$ cat src/rtl/cmd_asm.sv
// -----------------------------------------------------------------------------
// cmd_asm -- SUMP command assembler.
//
// Collects the byte stream from the UART receiver into complete commands for
// the instruction decoder. A byte with bit 7 clear is a one-byte short command.
// A byte with bit 7 set is the opcode of a long command and is followed by four
// argument bytes, LSB first. Every complete command is presented as a one-cycle
// strobe together with its opcode and 32-bit argument (zero for short commands).
//
// Optional feature, enabled by defining the macro CMD_ASM_TIMEOUT_EN:
//   an inter-byte timeout drops a partially received long command after
//   TIMEOUT_CYCLES idle cycles so the stream can resynchronise.
//
// Parameters:
//   TIMEOUT_CYCLES  idle cycles tolerated between argument bytes (>= 2);
//                   only meaningful with CMD_ASM_TIMEOUT_EN.
//
// Ports:
//   clk_i      in   1   clock (single domain)
//   rst_i      in   1   synchronous, active-high reset
//   rx_stb_i   in   1   one-cycle strobe, rx_data_i holds a received byte
//   rx_data_i  in   8   received byte
//   stb_o      out  1   one-cycle pulse, a complete command is on opc_o/cmd_o
//   opc_o      out  8   opcode of the last completed command
//   cmd_o      out 32   argument of the last completed command
//   busy_o     out  1   a long command is partially received
//   tout_o     out  1   one-cycle pulse when a partial command is dropped
// -----------------------------------------------------------------------------
module cmd_asm #(
    parameter int unsigned TIMEOUT_CYCLES = 100000
) (
    input  logic        clk_i,
    input  logic        rst_i,
    input  logic        rx_stb_i,
    input  logic [7:0]  rx_data_i,
    output logic        stb_o,
    output logic [7:0]  opc_o,
    output logic [31:0] cmd_o,
    output logic        busy_o,
    output logic        tout_o
);

    // Reject configurations the timeout counter cannot express.
    if (TIMEOUT_CYCLES < 2) begin : g_bad_timeout
        $error("cmd_asm: TIMEOUT_CYCLES must be at least 2");
    end

    typedef enum logic {
        S_IDLE = 1'b0,
        S_ARGS = 1'b1
    } state_t;

    state_t      state_q, state_d;
    logic [1:0]  idx_q, idx_d;        // next argument byte position
    logic [7:0]  opc_sh_q, opc_sh_d;  // opcode of the command being assembled
    logic [31:0] arg_q, arg_d;        // argument shadow, built byte by byte
    logic [7:0]  opc_q, opc_d;        // published opcode
    logic [31:0] cmd_q, cmd_d;        // published argument
    logic        stb_q, stb_d;

`ifdef CMD_ASM_TIMEOUT_EN
    localparam int unsigned CNT_W = $clog2(TIMEOUT_CYCLES);
    localparam logic [CNT_W-1:0] CNT_LAST = CNT_W'(TIMEOUT_CYCLES - 1);

    logic [CNT_W-1:0] cnt_q, cnt_d;
    logic             tout_q, tout_d;
`endif

    // NOTE: every signal assigned in this block gets a default first, so no
    // path can leave one unassigned and infer a latch.
    always_comb begin
        state_d  = state_q;
        idx_d    = idx_q;
        opc_sh_d = opc_sh_q;
        arg_d    = arg_q;
        opc_d    = opc_q;
        cmd_d    = cmd_q;
        stb_d    = 1'b0;
`ifdef CMD_ASM_TIMEOUT_EN
        tout_d   = 1'b0;
        cnt_d    = '0;
`endif

        unique case (state_q)
            S_IDLE: begin
                if (rx_stb_i) begin
                    opc_sh_d = rx_data_i;
                    if (!rx_data_i[7]) begin
                        // Short command: publish immediately with a zero argument.
                        opc_d = rx_data_i;
                        cmd_d = '0;
                        stb_d = 1'b1;
                    end else begin
                        arg_d   = '0;
                        idx_d   = 2'd0;
                        state_d = S_ARGS;
                    end
                end
            end

            S_ARGS: begin
                // Any byte here is argument data, even one with bit 7 set. A byte
                // arriving in the cycle the timeout would expire still wins.
                if (rx_stb_i) begin
                    arg_d[8*idx_q +: 8] = rx_data_i;
                    if (idx_q == 2'd3) begin
                        // The last byte bypasses the shadow so the result is
                        // published on the very next edge.
                        opc_d   = opc_sh_q;
                        cmd_d   = {rx_data_i, arg_q[23:0]};
                        stb_d   = 1'b1;
                        idx_d   = 2'd0;
                        state_d = S_IDLE;
                    end else begin
                        idx_d = idx_q + 2'd1;
                    end
                end
`ifdef CMD_ASM_TIMEOUT_EN
                else if (cnt_q == CNT_LAST) begin
                    // Drop the partial command; published outputs stay untouched.
                    tout_d  = 1'b1;
                    idx_d   = 2'd0;
                    state_d = S_IDLE;
                end else begin
                    cnt_d = cnt_q + 1'b1;
                end
`endif
            end

            default: state_d = S_IDLE;
        endcase
    end

    // NOTE: state registers use non-blocking assignments so every flop samples
    // the pre-edge values of the others, independent of statement order.
    always_ff @(posedge clk_i) begin
        if (rst_i) begin
            state_q  <= S_IDLE;
            idx_q    <= 2'd0;
            opc_sh_q <= 8'h00;
            arg_q    <= 32'h0000_0000;
            opc_q    <= 8'h00;
            cmd_q    <= 32'h0000_0000;
            stb_q    <= 1'b0;
        end else begin
            state_q  <= state_d;
            idx_q    <= idx_d;
            opc_sh_q <= opc_sh_d;
            arg_q    <= arg_d;
            opc_q    <= opc_d;
            cmd_q    <= cmd_d;
            stb_q    <= stb_d;
        end
    end

`ifdef CMD_ASM_TIMEOUT_EN
    always_ff @(posedge clk_i) begin
        if (rst_i) begin
            cnt_q  <= '0;
            tout_q <= 1'b0;
        end else begin
            cnt_q  <= cnt_d;
            tout_q <= tout_d;
        end
    end

    assign tout_o = tout_q;
`else
    assign tout_o = 1'b0;
`endif

    assign stb_o  = stb_q;
    assign opc_o  = opc_q;
    assign cmd_o  = cmd_q;
    assign busy_o = (state_q == S_ARGS);

endmodule
$ cat config.mk
export PLATFORM = sky130hd
export DESIGN_NAME = cmd_asm
export DESIGN_NICKNAME = d
export VERILOG_FILES = /design/src/rtl/cmd_asm.sv
export SDC_FILE = /design/constraint.sdc
export NUM_CORES = 1
export LEC_CHECK = 0
export CAP_MARGIN = 20
export CORE_MARGIN = 1.5
export CORE_UTILIZATION = 45
export CTS_CLUSTER_SIZE = 14
export DETAILED_ROUTE_END_ITERATION = 10
export GPL_ROUTABILITY_DRIVEN = 1
export PLACE_DENSITY = 0.68
export REMOVE_ABC_BUFFERS = 1
export SLEW_MARGIN = 20
export SYNTH_ARGS = -nofsm -noshare
export SYNTH_HDL_FRONTEND = slang
export SYNTH_SLANG_ARGS = --single-unit
$ cat constraint.sdc
create_clock -name clk_i -period 3.9 [get_ports clk_i]
set_input_delay 0.78 -clock clk_i [delete_from_list [all_inputs] [get_ports clk_i]]
set_output_delay 0.78 -clock clk_i [all_outputs]
set_load 0.005 [all_outputs]
# Word level (Yosys, flattened, before mapping)
# Index checks and enable logic that the tools add are counted.
[classes]
addsub = 2
n_eq_ne = 6
n_shift = 2
mux = 30
n_bitwise = 1
reduce_logical = 3
[op_table]
columns = ["cell", "n"]
rows = [
  ["32-bit two-way mux", 7],
  ["32-bit case mux with 2 select lines", 2],
  ["5-bit negator with 34-bit output", 1],
  ["8-bit by 34-bit variable shift with 32-bit output, first input constant", 1],
  ["8-bit by 34-bit variable part select with 32-bit output", 1],
  ["32-bit bitwise mux", 1],
  ["8-bit two-way mux", 4],
  ["8-bit case mux with 2 select lines", 1],
  ["1-bit two-way mux", 8],
  ["2-bit two-way mux", 4],
  ["2-bit != test, second input constant", 4],
  ["1-bit case mux with 2 select lines", 2],
  ["2-bit case mux with 2 select lines", 1],
  ["4-bit AND reduction", 1],
  ["3-bit AND reduction", 1],
  ["2-bit by 1-bit adder with 2-bit output, second input constant", 1],
  ["2-bit equality test, second input constant", 1],
  ["2-bit by 1-bit != test with 1-bit output, second input constant", 1],
  ["2-bit AND reduction", 1],
  ["1-bit inverter", 1],
]
[word_totals]
register_bits = 84
inputBits = 11
output_inout_bits = 43
word_cells = 51

# Longest topological paths before layout
# Gate-level depths: netlist (run 1).
[depth]
depth_word = 5
depth_mapped = 8
mapped_depth_nobuf = 5

# Worst setup path before layout (run 1)
# OpenSTA, ideal clock, no wires.
[synth_timing]
path_type = "reg-to-reg"
start = "reg idx_q[0]"
end = "reg arg_q[15]"
setup_time_ns = 0.071
t_arrival_ns = 1.916
setup_slack_ns = 1.913
stages_incl_launch_ff = 9
synth_period_minus_slack_ns = 1.987
cell_sequence = "dfxtp_1 > clkbuf_1 > inv_1 > ha_1 > and3b_1 > clkbuf_1 > buf_2 > nand4_1 > a21oi_1"
[synth_between]
elab_chain_cells = 5
elab_cells_between_ends = 6
cone_classes = "1 x add/sub; 2 x shift; 3 x mux"
[synth_lines]
columns = ["item", "line", "rtl"]
rows = [
  ["start, declared", "54", "logic [1:0] idx_q, idx_d;"],
  ["start signal, assigned", "147", "idx_q <= idx_d;"],
  ["5-bit negator with 34-bit output (*)", "105", "arg_d[8*idx_q +: 8] = rx_data_i;"],
  ["8-bit by 34-bit variable part select with 32-bit output or 8-bit by 34-bit variable shift with 32-bit output (tied branches)", "105", ""],
  ["32-bit bitwise mux (*)", "105", ""],
  ["32-bit two-way mux (*)", "104", "if (rx_stb_i) begin"],
  ["32-bit case mux with 2 select lines (*)", "84", "unique case (state_q)"],
  ["end signal, assigned", "149", "arg_q <= arg_d;"],
  ["end, declared", "56", "logic [31:0] arg_q, arg_d;"],
]
# Every way passes the cells marked *; elsewhere a longest branch is shown, timed or not. The select of a mux whose other input is x is not followed.
# A chain may end at the register's enable or synchronous reset.

# Worst setup path after layout (run 1)
[layout_timing]
start = "in rx_stb_i"
end = "reg cmd_q[3], in the netlist cmd_o[3]"
[layout_between]
elab_chain_cells = 2
elab_cells_between_ends = 3
cone_classes = "2 x eq/ne; 1 x reduce/logical"
[layout_lines]
columns = ["item", "line", "rtl"]
rows = [
  ["start, declared", "34", "input logic rx_stb_i,"],
  ["2-bit != test (no source line)", "--", ""],
  ["4-bit AND reduction (no source line) (*)", "--", ""],
  ["end signal, assigned", "151", "cmd_q <= cmd_d;"],
  ["end, declared", "58", "logic [31:0] cmd_q, cmd_d;"],
]
# Every way passes the cells marked *; elsewhere a longest branch is shown, timed or not.

==> results of run 1 <==
worst max-delay path by stage:
stage	start	cells after the start	to	slack, ns
after floorplan	busy_o	3	cmd_o[0]	0.96
after global placement	rx_stb_i	5	cmd_o[2]	1.11
after detailed placement	rx_stb_i	5	cmd_o[3]	1.07
after CTS	rx_stb_i	5	cmd_o[3]	1.44
after global routing	rx_stb_i	5	cmd_o[21]	1.30
final	rx_stb_i	5	cmd_o[3]	1.46
placed cells by master, fill, tap and decap left out, types with 2 or more instances in the layout:
cell	n
sky130_fd_sc_hd__nor2b_1	2
sky130_fd_sc_hd__a21oi_1	28
sky130_fd_sc_hd__nand2b_1	40
sky130_fd_sc_hd__clkbuf_8	11
sky130_fd_sc_hd__nor2_1	10
sky130_fd_sc_hd__mux2i_1	41
sky130_fd_sc_hd__nand3b_1	32
sky130_fd_sc_hd__inv_1	9
sky130_fd_sc_hd__buf_4	6
sky130_fd_sc_hd__clkinv_2	2
sky130_fd_sc_hd__ha_1	5
sky130_fd_sc_hd__and3_1	9
sky130_fd_sc_hd__clkdlybuf4s50_1	51
sky130_fd_sc_hd__nand2_1	5
sky130_fd_sc_hd__nand4_1	16
sky130_fd_sc_hd__o21ai_0	20
sky130_fd_sc_hd__nor4bb_1	8
sky130_fd_sc_hd__mux2_2	9
sky130_fd_sc_hd__a211oi_1	14
sky130_fd_sc_hd__dfxtp_1	75
sky130_fd_sc_hd__a41o_1	8
power by group:
group          internal, mW  leakage [nW]  switching, mW
combinational        0.0714         0.809         0.0895
sequential            0.791         0.616         0.0145
clock                 0.329         0.102          0.292
total                  1.19          1.53          0.396
critical path: cells and delay by family:
| kind | cells | cell delay (ns) |
|---|---|---|
| AOI/OAI and AO/OA | 1 | 0.34 |
| muxes | 1 | 0.22 |
| buffers and inverters | 3 | 1.37 |
state kept, by name, summed over array words and instances, names as in the netlist:
register  count
stb_o         1
arg_q        24
opc_sh_q      8
cmd_o        32
idx_q         2
busy_o        1
opc_o         8
through the flow:
stage | instances | setup slack (ns)
finish | 517 | 1.46
global route | 517 | 1.30
CTS | 517 | 1.44
detailed placement | 501 | 1.07
global placement | 501 | 1.11
floorplan | 341 | 0.955
layout make-up:
type,instances,area [sq um]
Fill cell,695,3460
Inverter,10,37.5
Timing Repair Buffer,58,561
Clock inverter,4,47.5
Sequential cell,76,1520
Multi-Input combinational cell,255,1860
Tap cell,102,128
Clock buffer,12,155
per-layer routing:
layer | wire length (um) | part of all wire [%]
met1 | 3810 | 50
met2 | 3310 | 43
met3 | 316 | 4.1
met4 | 179 | 2.3
met5 | 0 | 0
kinds of logic after synthesis:
kind of cell | count (synthesis)
compound gates | 73
buf+inv | 46
other cells | 1
simple gates | 126
flops | 76
fa+ha+maj | 5
mux | 50
==> out/qor.csv, run 1 <==
stage,metric,value,unit
outcome,outcome,finished clean,
logic_synthesis,fraction of the yosys area taken by sequential cells,41.9,%
grt,GRT Overall Usage,18.8,%
logic_synthesis,cell accounting for the most synthesized area,sky130_fd_sc_hd__dfxtp_1,
routing,detailed-route vias per instance,5.36,
grt,global route total overflow,0,
setup_path,worst reg2reg path startpoint,idx_q[0],
logic_synthesis,multiplexer area fraction after synthesis,14.1,%
routing,detailed-route DRC error count,0,
placed_design,input/output buffers,52,
setup_path,Worst EP arrival,2.73,ns
die,Die Outline Area,8610,sq um
power_and_ir_drop,power density normalized to cell area,368,nW/um^2
setup_path,Setup crit end kind,register,
sta,slew at the pin with the worst max-slew slack,0.833,ns
setup_path,critical path class,input pin to register,
logic_synthesis,number of synthesized flops with an enable pin,0,
setup_path,data required time at the worst endpoint,4.18,ns
grt,initial antenna violation count,0,
grt,largest net degree at the start of global routing,44,
sta,# setup viols final,0,
sta,Final period util,62.6,%
routing,Routed wire per std cell,14.7,um
power_and_ir_drop,total design power,1.59,mW
sta,final slew viol count,0,
logic_synthesis,count of unique library cells instantiated by Yosys,32,
grt,peak-usage layer in the global routing report,met2,
logic_synthesis,async set-or-reset flop fraction in the synthesized netlist,0,%
die,floorplan row count,32,
clocking,clock transition at the register clock pins on the worst setup and hold paths after CTS,0.08,ns
cells_and_area,share of final-layout standard cells stronger than drive strength 1,7.95,%
setup_path,number of cells on the worst reg-to-reg path,5,
logic_synthesis,combinational family with the most area after synthesis,simple AND/OR/NAND/NOR gates,
min_path,end of the worst hold path,opc_o[0],
min_path,start point of the worst min-delay path,opc_o[0],
flow_run,max-cap check violation count,0,
routing,WL final,7620,um
setup_path,CP Launch Type,input pin,
cells_and_area,number of diodes added for antenna fixing,0,
logic_synthesis,total standard cell area after synthesis,3630,sq um
logic_synthesis,Avg Inst Size Synth,9.63,sq um
sta,Hold WS,0.459,ns
logic_synthesis,post-synthesis instance total,377,
grt,met3 global-route usage,4.43,%
die,effective utilization at floorplan,46.7,%
grt,fraction of met1 tracks used by global routing,25.2,%
logic_synthesis,adder-cell share of the synthesized area,1.72,%
setup_path,"slowest stage cell, crit path",sky130_fd_sc_hd__clkinv_1,
clocking,Skew-Pair Late Insertion Delay,0.35,ns
clocking,clock tree from TritonCTS,done,
grt,global-route wire length before repair,12800,um
logic_synthesis,post-synthesis simple-gate area fraction,22.6,%
routing,Via Count,2773,
die,standard cell core area,7770,sq um
sta,Max Fclk,409,MHz
cells_and_area,final design instance area without fill,4310,sq um
sta,setup repair after global routing missed its margin,no,
clocking,number of H-tree branching levels,3,
logic_synthesis,YS warnings,0,
setup_path,R2R Path End,arg_q[13],
logic_synthesis,area share of xor/xnor cells in the synthesized design,0,%
placed_design,Area after DPL,4110,sq um
routing,detailed-router iteration count before antenna repair,4,
die,Die Y,92.8,um
setup_path,"reg-to-reg slack, setup",1.65,ns
routing,DRT antenna net count,0,
sta,Slew Limit Headroom,44.3,%
clocking,CTS buffer count,9,
clocking,Sink Count,76,
power_and_ir_drop,Static Leak,1.53,nW
placed_design,global placement routability congestion,0.810,
clocking,deepest clock path buffer count,2,
logic_synthesis,register bit count reported by yosys,76,
logic_synthesis,area share of the largest cell type after synthesis,41.9,%
logic_synthesis,prevailing post-synth register cell,sky130_fd_sc_hd__dfxtp_1,
setup_path,crit-path max FO,27,
cells_and_area,fraction of the core area covered by cells at the end of the flow,55.5,%
min_path,WHS Path Cells,2,
logic_synthesis,Compound-Gate Fraction of Synth Area,12.6,%
cells_and_area,Total Nets Final,426,
grt,met2 Track Usage GR,28.4,%
die,number of primary I/O pins,54,
clocking,Clk Tree Root Cell,sky130_fd_sc_hd__clkbuf_8,
clocking,count of hold-fix buffers inserted at cts,0,
min_path,classification of the worst-slack hold path,register to register,
cells_and_area,Synth-to-Final Area Change,18.7,%
grt,via count of the first global-routing pass,2600,
routing,starting DRC count in detailed routing,96,
setup_path,largest stage delay on the critical path,0.56,ns
sta,Final TNS setup,0,ns
die,horizontal extent of the die,92.8,um
logic_synthesis,cell types occupying the most area after synthesis,"sky130_fd_sc_hd__dfxtp_1, sky130_fd_sc_hd__mux2i_1, sky130_fd_sc_hd__nand2b_1, sky130_fd_sc_hd__nand3b_1, sky130_fd_sc_hd__a21oi_1",
sta,fin crit period,2.44,ns
logic_synthesis,cell with the most instances after synthesis,sky130_fd_sc_hd__dfxtp_1,
sta,final hold violations,0,
setup_path,worst path cell trace,"clkdlybuf4s50_1, clkinv_1, a21oi_4, buf_4, mux2i_1",
clocking,number of buffers inserted by post-CTS setup repair,0,
logic_synthesis,ranking of synthesized cells by instance count,"sky130_fd_sc_hd__dfxtp_1, sky130_fd_sc_hd__mux2i_1, sky130_fd_sc_hd__nand2b_1, sky130_fd_sc_hd__nand3b_1, sky130_fd_sc_hd__a21oi_1",
placed_design,DP Wirelength,4680,um
power_and_ir_drop,worst supply voltage drop on vdd,197,uV
clocking,count of cells resized by post-cts repair,0,
sta,Max Clock Skew,0.00733,ns
(Power assumes the default switching activity.)
==> run 2: changes to the inputs <==
Clock period 3.9 ns to 2.5 ns, I/O delays scaled along.
==> run 2 against run 1 <==
Against the previous run: count of clock-buffer cells in the layout decreased by 1; global-route usage increased by 0.78 points; final cell count increased by 1.2%; clock skew decreased by 0.0024 ns; clock power increased by 49%; critical path depth decreased by 4; register-to-register slack got worse by 1.1 ns; largest power group unchanged; non-clock buffer count increased by 7; sequential share of layout area decreased by 0.44 points; via count increased by 2.6%; largest cell class unchanged; highest routed layer unchanged; routed wire length increased by 2.7%.
==> out/qor.csv, run 2 (synthesized netlist as in run 1, its figures left out) <==
stage,metric,value,unit
outcome,outcome,finished clean,
cells_and_area,most frequent cells in the layout,"sky130_fd_sc_hd__dfxtp_1, sky130_fd_sc_hd__clkdlybuf4s50_1, sky130_fd_sc_hd__mux2i_1",
clocking,number of buffers inserted by post-CTS setup repair,0,
placed_design,input/output buffers,52,
cells_and_area,"most common cell after layout, fill and taps aside",sky130_fd_sc_hd__dfxtp_1,
cells_and_area,flip-flop count of the largest register after layout,32,
clocking,count of hold-fix buffers inserted at cts,0,
cells_and_area,final design instance area without fill,4360,sq um
die,number of primary I/O pins,54,
sta,final slew viol count,0,
cells_and_area,share of final-layout standard cells stronger than drive strength 1,9.26,%
routing,Routed wire per std cell,15.0,um
setup_path,family with the most delay on the worst path,flip-flops,
power_and_ir_drop,total design power,2.45,mW
sta,Max Clock Skew,0.00494,ns
cells_and_area,final non-filler cell total,523,
clocking,CTS buffer count,9,
setup_path,worst path cell trace,clkdlybuf4s50_1,
setup_path,crit path buf inv count,1,
setup_path,Setup crit end kind,output pin,
grt,largest net degree at the start of global routing,53,
grt,initial antenna violation count,0,
die,horizontal extent of the die,92.8,um
setup_path,worst reg2reg path startpoint,idx_q[0],
setup_path,"reg-to-reg slack, setup",0.51,ns
die,Die Y,92.8,um
sta,worst-case setup margin in the final layout,0.361,ns
setup_path,R2R Path End,arg_q[15],
sta,Slew Limit Headroom,58.8,%
routing,detailed-router iteration count before antenna repair,4,
clocking,Sink Count,76,
setup_path,number of cells on the worst reg-to-reg path,5,
sta,Final TNS setup,0,ns
min_path,start point of the worst min-delay path,opc_o[5],
cells_and_area,Synth-to-Final Area Change,20.2,%
clocking,number of H-tree branching levels,3,
setup_path,critical path class,register to output pin,
grt,GRT Overall Usage,19.6,%
cells_and_area,Total Nets Final,433,
clocking,clock transition at the register clock pins on the worst setup and hold paths after CTS,0.08,ns
clocking,clock tree from TritonCTS,done,
power_and_ir_drop,Static Leak,1.56,nW
routing,detailed-route vias per instance,5.44,
die,floorplan row count,32,
setup_path,"slowest stage cell, crit path",sky130_fd_sc_hd__dfxtp_2,
clocking,deepest clock path buffer count,2,
setup_path,CP Launch Type,register,
setup_path,crit-path max FO,29,
sta,# setup viols final,0,
setup_path,largest stage delay on the critical path,0.67,ns
placed_design,pre-CTS WS,0.314,ns
routing,DRT antenna net count,0,
routing,Via Count,2846,
placed_design,Area after DPL,4170,sq um
routing,detailed-route DRC error count,0,
flow_run,max-cap check violation count,0,
grt,global route total overflow,0,
cells_and_area,number of diodes added for antenna fixing,0,
grt,global-route wire length before repair,13200,um
routing,starting DRC count in detailed routing,178,
cells_and_area,number of fill cells in the layout,726,
power_and_ir_drop,worst supply voltage drop on vdd,274,uV
placed_design,global placement routability congestion,0.810,
setup_path,Worst EP arrival,1.64,ns
placed_design,Inst Count DP,508,
clocking,Clk Tree Root Cell,sky130_fd_sc_hd__clkbuf_8,
sta,final hold violations,0,
sta,fin crit period,2.14,ns
sta,Final period util,85.6,%
placed_design,DP Wirelength,5060,um
routing,WL final,7820,um
setup_path,data required time at the worst endpoint,2.00,ns
grt,via count of the first global-routing pass,2752,
min_path,WHS Path Cells,2,
clocking,count of cells resized by post-cts repair,0,
min_path,end of the worst hold path,opc_o[5],
die,Die Outline Area,8610,sq um
sta,setup repair after global routing missed its margin,no,
power_and_ir_drop,power density normalized to cell area,561,nW/um^2
min_path,classification of the worst-slack hold path,register to register,
clocking,Skew-Pair Late Insertion Delay,0.35,ns
sta,slew at the pin with the worst max-slew slack,0.618,ns
sta,Max Fclk,468,MHz
die,standard cell core area,7770,sq um
die,effective utilization at floorplan,46.7,%
run 2: cell types whose count changed in the layout (fill, tap and decap cells not counted), sizes merged:
cell,delta
clkinvlp,+1
clkinv,-1
buf,+7
clkbuf,-1
run 2: metal layers:
layer  up-vias  track usage, %  share of wire, %  wire length (um)
li1       1425               -                 -                 -
met1      1340            25.8                47              3670
met2        65            30.6                46              3610
met3        16            4.11               5.4               420
met4         0            8.71               1.5               119
met5         -               0                 0                 0
run 2: power by group:
group / leakage, nW / internal [mW] / switching, mW
Clock: 0.0914 / 0.481 / 0.442
Combinational: 0.849 / 0.121 / 0.145
Sequential: 0.616 / 1.23 / 0.0220
run 2: metrics by stage:
step | util [%] | hold slack [ns]
finish | 56.2 | 0.459
global route | 56.2 | 0.492
CTS | 56.2 | 0.465
detailed placement | 53.7 | 0.448
global placement | 53.7 | 0.449
floorplan | - | 0.442
run 2: layout make-up:
class / count / area (sq um) / area share [%]
tap: 102 / 128 / 2.93
timing repair buffer: 65 / 626 / 14.3
clock buffer: 11 / 141 / 3.24
multi-input combinational: 255 / 1860 / 42.6
inverter: 10 / 37.5 / 0.860
clock inverter: 4 / 50.0 / 1.15
sequential: 76 / 1520 / 34.9
run 2: worst max path at each step:
stage / start / to / slack [ns] / cells after the start
floorplan: busy_o / cmd_o[0] / -0.44 / 3
global placement: rx_data_i[7] / cmd_o[4] / 0.38 / 5
detailed placement: rx_data_i[7] / cmd_o[27] / 0.31 / 5
CTS: busy_o / busy_o / 0.35 / 1
global route: busy_o / busy_o / 0.28 / 1
finish: busy_o / busy_o / 0.36 / 1
